===== src/rtl/pc_controller_pkg.sv =====
// Shared definitions for the fetch-stage PC controller: FSM state encoding,
// default vector addresses and the branch/sequential select helper.
package pc_controller_pkg;

  typedef enum logic [2:0] {
    ST_RST_HI = 3'd0,
    ST_RST_LO = 3'd1,
    ST_RUN    = 3'd2,
    ST_INT_HI = 3'd3,
    ST_INT_LO = 3'd4
  } state_t;

  localparam logic [31:0] DEF_RESET_VEC_ADDR = 32'h0000_0000;
  localparam logic [31:0] DEF_INT_VEC_ADDR   = 32'h0000_0002;

  // Two-input word mux shared by fetch-path blocks: sel=1 picks b.
  function automatic logic [31:0] mux_2x1(input logic sel,
                                          input logic [31:0] a,
                                          input logic [31:0] b);
    return sel ? b : a;
  endfunction

endpackage


===== src/rtl/pc_controller_program_counter.sv =====
// Program counter register: loads i_data when enabled, clears on an
// asynchronous active-high reset.
module program_counter (
  input  logic        i_clk,
  input  logic        i_reset,
  input  logic        i_enable,
  input  logic [31:0] i_data,
  output logic [31:0] o_pc
);

  // NOTE: sequential state uses non-blocking assignments so every register
  // samples pre-edge values regardless of process ordering.
  always_ff @(posedge i_clk or posedge i_reset) begin
    if (i_reset) begin
      o_pc <= '0;
    end else if (i_enable) begin
      o_pc <= i_data;
    end
  end

endmodule


===== src/rtl/pc_controller.sv =====
// Fetch-stage PC sequencer: loads reset/interrupt vectors from instruction
// memory in two 16-bit halves, then steps, holds or redirects the PC.
module pc_controller
  import pc_controller_pkg::*;
#(
  parameter logic [31:0] RESET_VEC_ADDR = DEF_RESET_VEC_ADDR,
  parameter logic [31:0] INT_VEC_ADDR   = DEF_INT_VEC_ADDR
) (
  input  logic        i_clk,
  input  logic        i_reset,
  input  logic        i_stall,
  input  logic        i_branch_taken,
  input  logic [31:0] i_branch_target,
  input  logic        i_interrupt,
  input  logic [15:0] i_imem_data,
  output logic [31:0] o_imem_addr,
  output logic [31:0] o_pc,
  output logic        o_instr_valid,
  output logic        o_int_ack,
  output logic [31:0] o_ret_pc
);

  state_t      state, state_next;
  logic [15:0] vec_hi;
  logic [31:0] ret_pc;
  logic        int_pending;
  logic [31:0] pc, next_pc;
  logic        hold, capture_hi, vec_load, take_int, clear_pending;

  program_counter u_program_counter (
    .i_clk    (i_clk),
    .i_reset  (~i_reset),
    .i_enable (~hold),
    .i_data   (next_pc),
    .o_pc     (pc)
  );

  // NOTE: every signal written here gets a default first so no path through
  // the case statement can leave one unassigned and infer a latch.
  always_comb begin
    state_next    = state;
    hold          = 1'b1;
    capture_hi    = 1'b0;
    vec_load      = 1'b0;
    take_int      = 1'b0;
    clear_pending = 1'b0;
    o_imem_addr   = pc;
    o_instr_valid = 1'b0;
    o_int_ack     = 1'b0;
    case (state)
      ST_RST_HI: begin
        o_imem_addr = RESET_VEC_ADDR;
        capture_hi  = 1'b1;
        state_next  = ST_RST_LO;
      end
      ST_RST_LO: begin
        o_imem_addr = RESET_VEC_ADDR + 32'd1;
        vec_load    = 1'b1;
        hold        = 1'b0;
        state_next  = ST_RUN;
      end
      ST_RUN: begin
        o_instr_valid = ~i_stall & ~i_branch_taken;
        if (i_branch_taken) begin
          hold = 1'b0;
        end else if (int_pending && !i_stall) begin
          // Interrupt entry: PC is frozen as the return address, decode gets bubbles.
          take_int      = 1'b1;
          o_instr_valid = 1'b0;
          state_next    = ST_INT_HI;
        end else if (!i_stall) begin
          hold = 1'b0;
        end
      end
      ST_INT_HI: begin
        o_imem_addr = INT_VEC_ADDR;
        capture_hi  = 1'b1;
        state_next  = ST_INT_LO;
      end
      ST_INT_LO: begin
        o_imem_addr   = INT_VEC_ADDR + 32'd1;
        vec_load      = 1'b1;
        hold          = 1'b0;
        clear_pending = 1'b1;
        o_int_ack     = 1'b1;
        state_next    = ST_RUN;
      end
      default: state_next = ST_RST_HI;
    endcase

    next_pc = vec_load ? {vec_hi, i_imem_data}
                       : mux_2x1(i_branch_taken, pc + 32'd1, i_branch_target);
  end

  always_ff @(posedge i_clk or negedge i_reset) begin
    if (!i_reset) begin
      state       <= ST_RST_HI;
      vec_hi      <= '0;
      ret_pc      <= '0;
      int_pending <= 1'b0;
    end else begin
      state <= state_next;
      if (capture_hi) vec_hi <= i_imem_data;
      if (take_int)   ret_pc <= pc;
      // A request arriving in the clearing cycle survives, so back-to-back
      // interrupts are serviced right after returning to RUN.
      int_pending <= i_interrupt | (int_pending & ~clear_pending);
    end
  end

  assign o_pc     = pc;
  assign o_ret_pc = ret_pc;

endmodule


===== config.mk =====
export PLATFORM = sky130hd
export DESIGN_NAME = pc_controller
export DESIGN_NICKNAME = d
export VERILOG_FILES = /design/src/rtl/pc_controller_pkg.sv /design/src/rtl/pc_controller_program_counter.sv /design/src/rtl/pc_controller.sv
export SDC_FILE = /design/constraint.sdc
export NUM_CORES = 1
export LEC_CHECK = 0
export BUFFER_PORTS_ARGS = -buffer_cell sky130_fd_sc_hd__buf_2
export CAP_MARGIN = 25
export CORE_ASPECT_RATIO = 1.4
export CORE_MARGIN = 2
export CORE_UTILIZATION = 30
export CTS_CLUSTER_SIZE = 16
export DETAILED_ROUTE_END_ITERATION = 8
export HOLD_SLACK_MARGIN = 0.06
export PLACE_DENSITY = 0.61
export SLEW_MARGIN = 20
export SYNTH_ARGS = -nofsm -noshare
export SYNTH_HDL_FRONTEND = slang
export SYNTH_SLANG_ARGS = --single-unit

===== constraint.sdc =====
create_clock -name i_clk -period 5.45 [get_ports i_clk]
set_input_delay 0.8175 -clock i_clk [delete_from_list [all_inputs] [get_ports i_clk]]
set_output_delay 0.8175 -clock i_clk [all_outputs]
set_load 0.05 [all_outputs]

# Yosys cells after proc, flatten, opt, wreduce, memory -nomap -nowiden
# Cells that the tools add are included.
# Widths: inputs -> output; s select.
# word_totals
ff_bits,84
input_bits,53
out_inout_bits,98
elab_cells,43
# classes
addsub,1
n_eq_ne,6
muxes,19
bitwise,6
n_reduce_logical,6
# op_table
cell,n
$pmux 32 s4,1
$mux 32,2
$add 32x1->32 const B,1
$mux 1,12
$pmux 3 s4,1
$eq 3x2->1 const B,2
$mux 3,2
$ne 2x2->1 const B,2
$reduce_or 2->1,2
$eq 3x1->1 const B,1
$eq 3x3->1 const B,1
$logic_not 3->1,1
$not 1->1,3
$and 1x1->1,2
$pmux 1 s2,1
$reduce_and 2->1,1
$logic_and 1x1->1,1
$logic_not 1->1,1
$or 1x1->1,1

# Depth between registers and ports, before layout
# logic_depth
ltp_word,5
ltp_mapped,7
depth_no_buf,6

# Hierarchy
# Synthesis repeated with hierarchy kept, for this count alone.
# unflattened
hier_cells,453
hier_area_um2,4923.5
# modules_own_cells
module,instances,cells_per_inst,area_per_inst_um2,seq_area_each_um2
pc_controller,1,384,3574.7,1301.2
program_counter,1,69,1348.8,800.8

# Worst setup path after synthesis
# No wires, ideal clock.
# synth_path
path_kind,reg-to-output
start,register state[1]
end,output o_imem_addr[0]
t_arrival_ps,2049
required_time_ps,4633
path_slack_ps,2583
path_stages_with_launch,5
path_buffers,2
path_cell_list,dfrtp_1 > clkbuf_1 > mux2i_1 > clkbuf_1 > o21ai_0
# synth_between
elab_chain_len,2
word_cells_on_any_way,5
cone_classes,eq/ne: 3; mux: 1; reduce/logical: 1
# synth_lines
element,line_no,text
"start, declared",pc_controller.sv:23,"state_t state, state_next;"
"start signal, assigned",pc_controller.sv:102,state <= state_next;
"$eq 3x3->1, or another cell as far along",pc_controller.sv:50,case (state)
$pmux 32 s4 *,pc_controller.sv:50,
"end, declared",pc_controller.sv:16,"output logic [31:0] o_imem_addr,"
# Mark *: on every way between the ends. The rest lies on a longest branch, timed or not.

# Worst setup path in the final report
# layout_path
start,register state[1]
end,output o_instr_valid
# layout_between
elab_chain_len,2
# layout_lines
element,line_no,text
$eq 3x2->1,pc_controller.sv:50,
$mux 1,pc_controller.sv:50,
"end, declared",pc_controller.sv:18,"output logic o_instr_valid,"
# Every way passes these cells.

==> out/results.ini <==
[routing]
dr_total_vias=4071
detail_route.wl_per_cell_um=19.0
detailedRoute.firstPassIterationCount=5
drt_iter0_drc=177
detail-route-antenna-nets=0
drt_drc_violations_left=0
detail_route.vias_per_cell=5.25
route.final.wire_length_um=14800

[yosys]
syn_inst=442
yosys_most_used_dff=dfrtp_1
postSynthAreaPerCell_um2=10.1
synth_seq_area_share=0.469
ys_types=54
synth_xor_area_frac=0.0254
area_share_of_and_or_nand_nor_cells_after_synthesis=0.180
synth.mux.area_fraction=0.124
netlist_top_cells_area=dfrtp_1 (47%), mux2_2 (12%), o21ai_0 (4.1%), nor2b_1 (4.0%), nand3_1 (3.0%)
mappedNetlistArea_mm2=0.00448
synthTopCellsByCount=dfrtp_1 (84), mux2_2 (46), o21ai_0 (37)
synth_top_family_by_area=simple AND/OR/NAND/NOR gates
synth.most_common_cell=dfrtp_1
synth-warning-count=0
synth_top_area_share=0.469
synth-edff-count=0
synthAdderAreaFrac=0.00279
synth_compound_gate_area_share=0.166
synthArstFlopShare=1.00
synth_top_area_cell=dfrtp_1
synth-seq-cells=84
synth_nets=496

[worst_setup_path]
worstRegToRegCells=6
timing.critical_path.from_type=flip-flop
critical_path_class=reg -> out
timing.critical_path.arrival_ns=2.65
cp_max_fo=14
critPathRequiredTime_ns=4.63
cp-end-kind=primary output

[placed_design]
gp_congestion=0.834
numPortBuffers=150
dp_hpwl_um=10700

[sta]
drv_slew=0
fmax_mhz=289
period_needed_ns=3.46
grt_setup_unrepaired=false
tightest_slew_ns=0.796
final_min_period_over_clock_period=0.636
final-hold-violation-count=0
setup-violations-final=0
timing.slew.headroom=0.466
setup-tns-final_ns=0
worst_clock_skew_ns=0.00835

[die]
core_area_mm2=0.0145
io_pins=151
floorplan.initialDensity=0.309
horizontal_extent_of_the_die_um=107
die-height_um=149
placementRows=52
die_area_mm2=0.0160

[worst_hold_path]
hp-class=in -> async

[grt]
largest_net_degree_at_the_start_of_global_routing=59
vias_in_the_first_global_route=4035
grt_antenna_before_repair=0
wire_length_of_the_first_global_routing_pass_um=22700
grt_usage=0.186
grt.overflow.total=0

[clock_tree]
number_of_setup_buffers_added_after_cts=0
clock_sinks=84
cts_inserted_buffers=9
cts_max_path_buffers=2
post_cts.resized_instances=0
clock_tree_from_tritoncts=built
cts_hold_buf=0
cts.reportedPaths.clkPinSlew_ns=0.06
htreeDepth=3
clk_latency_ns=0.35
clock-root-buffer=clkbuf_16

[job]
max_cap_violations=0

[finish]
share_of_cells_above_drive_strength_1=0.394
antenna-diode-count=0
layout.nets=637
syn2layout_area_growth_pct=28.7

[status]
outcome=completed

==> metal layers <==
layer / wire length, µm / global-route usage / up-vias / share of wire
met2: 7690 / 0.322 / 132 / 0.52
met4: 382 / 0.0750 / 0 / 0.026
li1: - / - / 1898 / -
met3: 632 / 0.0302 / 22 / 0.043
met1: 6050 / 0.230 / 2019 / 0.41
met5: 0 / 0 / - / 0
==> layout by cell type, fill, tap and decap left out, drive strengths merged, types with 4 or more instances in the layout <==
cell type / instances
nor2: 26
a21o: 5
mux2: 46
o211ai: 5
clkinv: 4
buf: 158
o21ai: 41
nor2b: 29
nor3: 5
clkbuf: 10
dfrtp: 84
a22oi: 8
a31oi: 5
nor4: 5
nand3: 27
mux2i: 4
nand4: 6
xor2: 10
a22o: 7
a211oi: 4
a21oi: 19
inv: 4
and2: 5
and3: 7
nand2: 23
==> sequential cells by signal, summed over array words and instances, names as in the netlist <==
signal                  count
state                       3
vec_hi                     16
int_pending                 1
o_ret_pc                   32
u_program_counter.o_pc     32
==> final timing paths <==
kind	start	to	slack [ns]
setup / recovery	state[1]	o_instr_valid	1.99
hold / removal	i_reset	o_ret_pc[2]	0.38
setup reg to reg	state[1]	u_program_counter.o_pc[24]	2.98
hold reg to reg	o_ret_pc[4]	o_ret_pc[4]	0.48
max in group asynchronous	i_reset	vec_hi[5]	3.96
min in group i_clk	o_ret_pc[4]	o_ret_pc[4]	0.48
==> per-stage QoR <==
| stage | utilization | cell area (µm²) | cells | hold slack, ns | setup WS, ns |
|---|---|---|---|---|---|
| after floorplan | - | 4480 | 442 | 0.472 | 2.58 |
| after global placement | 0.372 | 5400 | 757 | 0.462 | 2.25 |
| after detailed placement | 0.372 | 5400 | 757 | 0.470 | 2.17 |
| after CTS | 0.393 | 5710 | 772 | 0.395 | 1.98 |
| after global routing | 0.398 | 5770 | 776 | 0.399 | 1.78 |
| final | 0.398 | 5770 | 776 | 0.380 | 1.99 |
==> cells by family (layout without fill, tap and decap cells) <==
kind of cell	count (synthesis)	after routing
multiplexers	50	50
adder cells (fa/ha/maj)	1	1
AND/OR/NAND/NOR	145	145
flip-flops	84	84
buffers and inverters	34	179
XOR/XNOR	13	13
AO/OA/AOI/OAI	115	115
==> critical path, cell delays in order, from the launching register on <==
cell	delay, ns
dfrtp_1	0.57
nor3b_2	0.53
nand3_1	0.54
clkinv_1	0.34
buf_2	0.32
==> area by class of cell <==
cell class | instances | area [µm²]
fill | 1444 | 8740
multi-input combinational | 324 | 2250
sequential | 84 | 2100
timing repair buffer | 158 | 850
tap | 189 | 236
clock buffer | 10 | 229
clock inverter | 5 | 77.6
inverter | 6 | 22.5
Power is left out: the tool's default activity adds up to more than one toggle a clock period on the data nets, which glitch-free logic cannot reach.
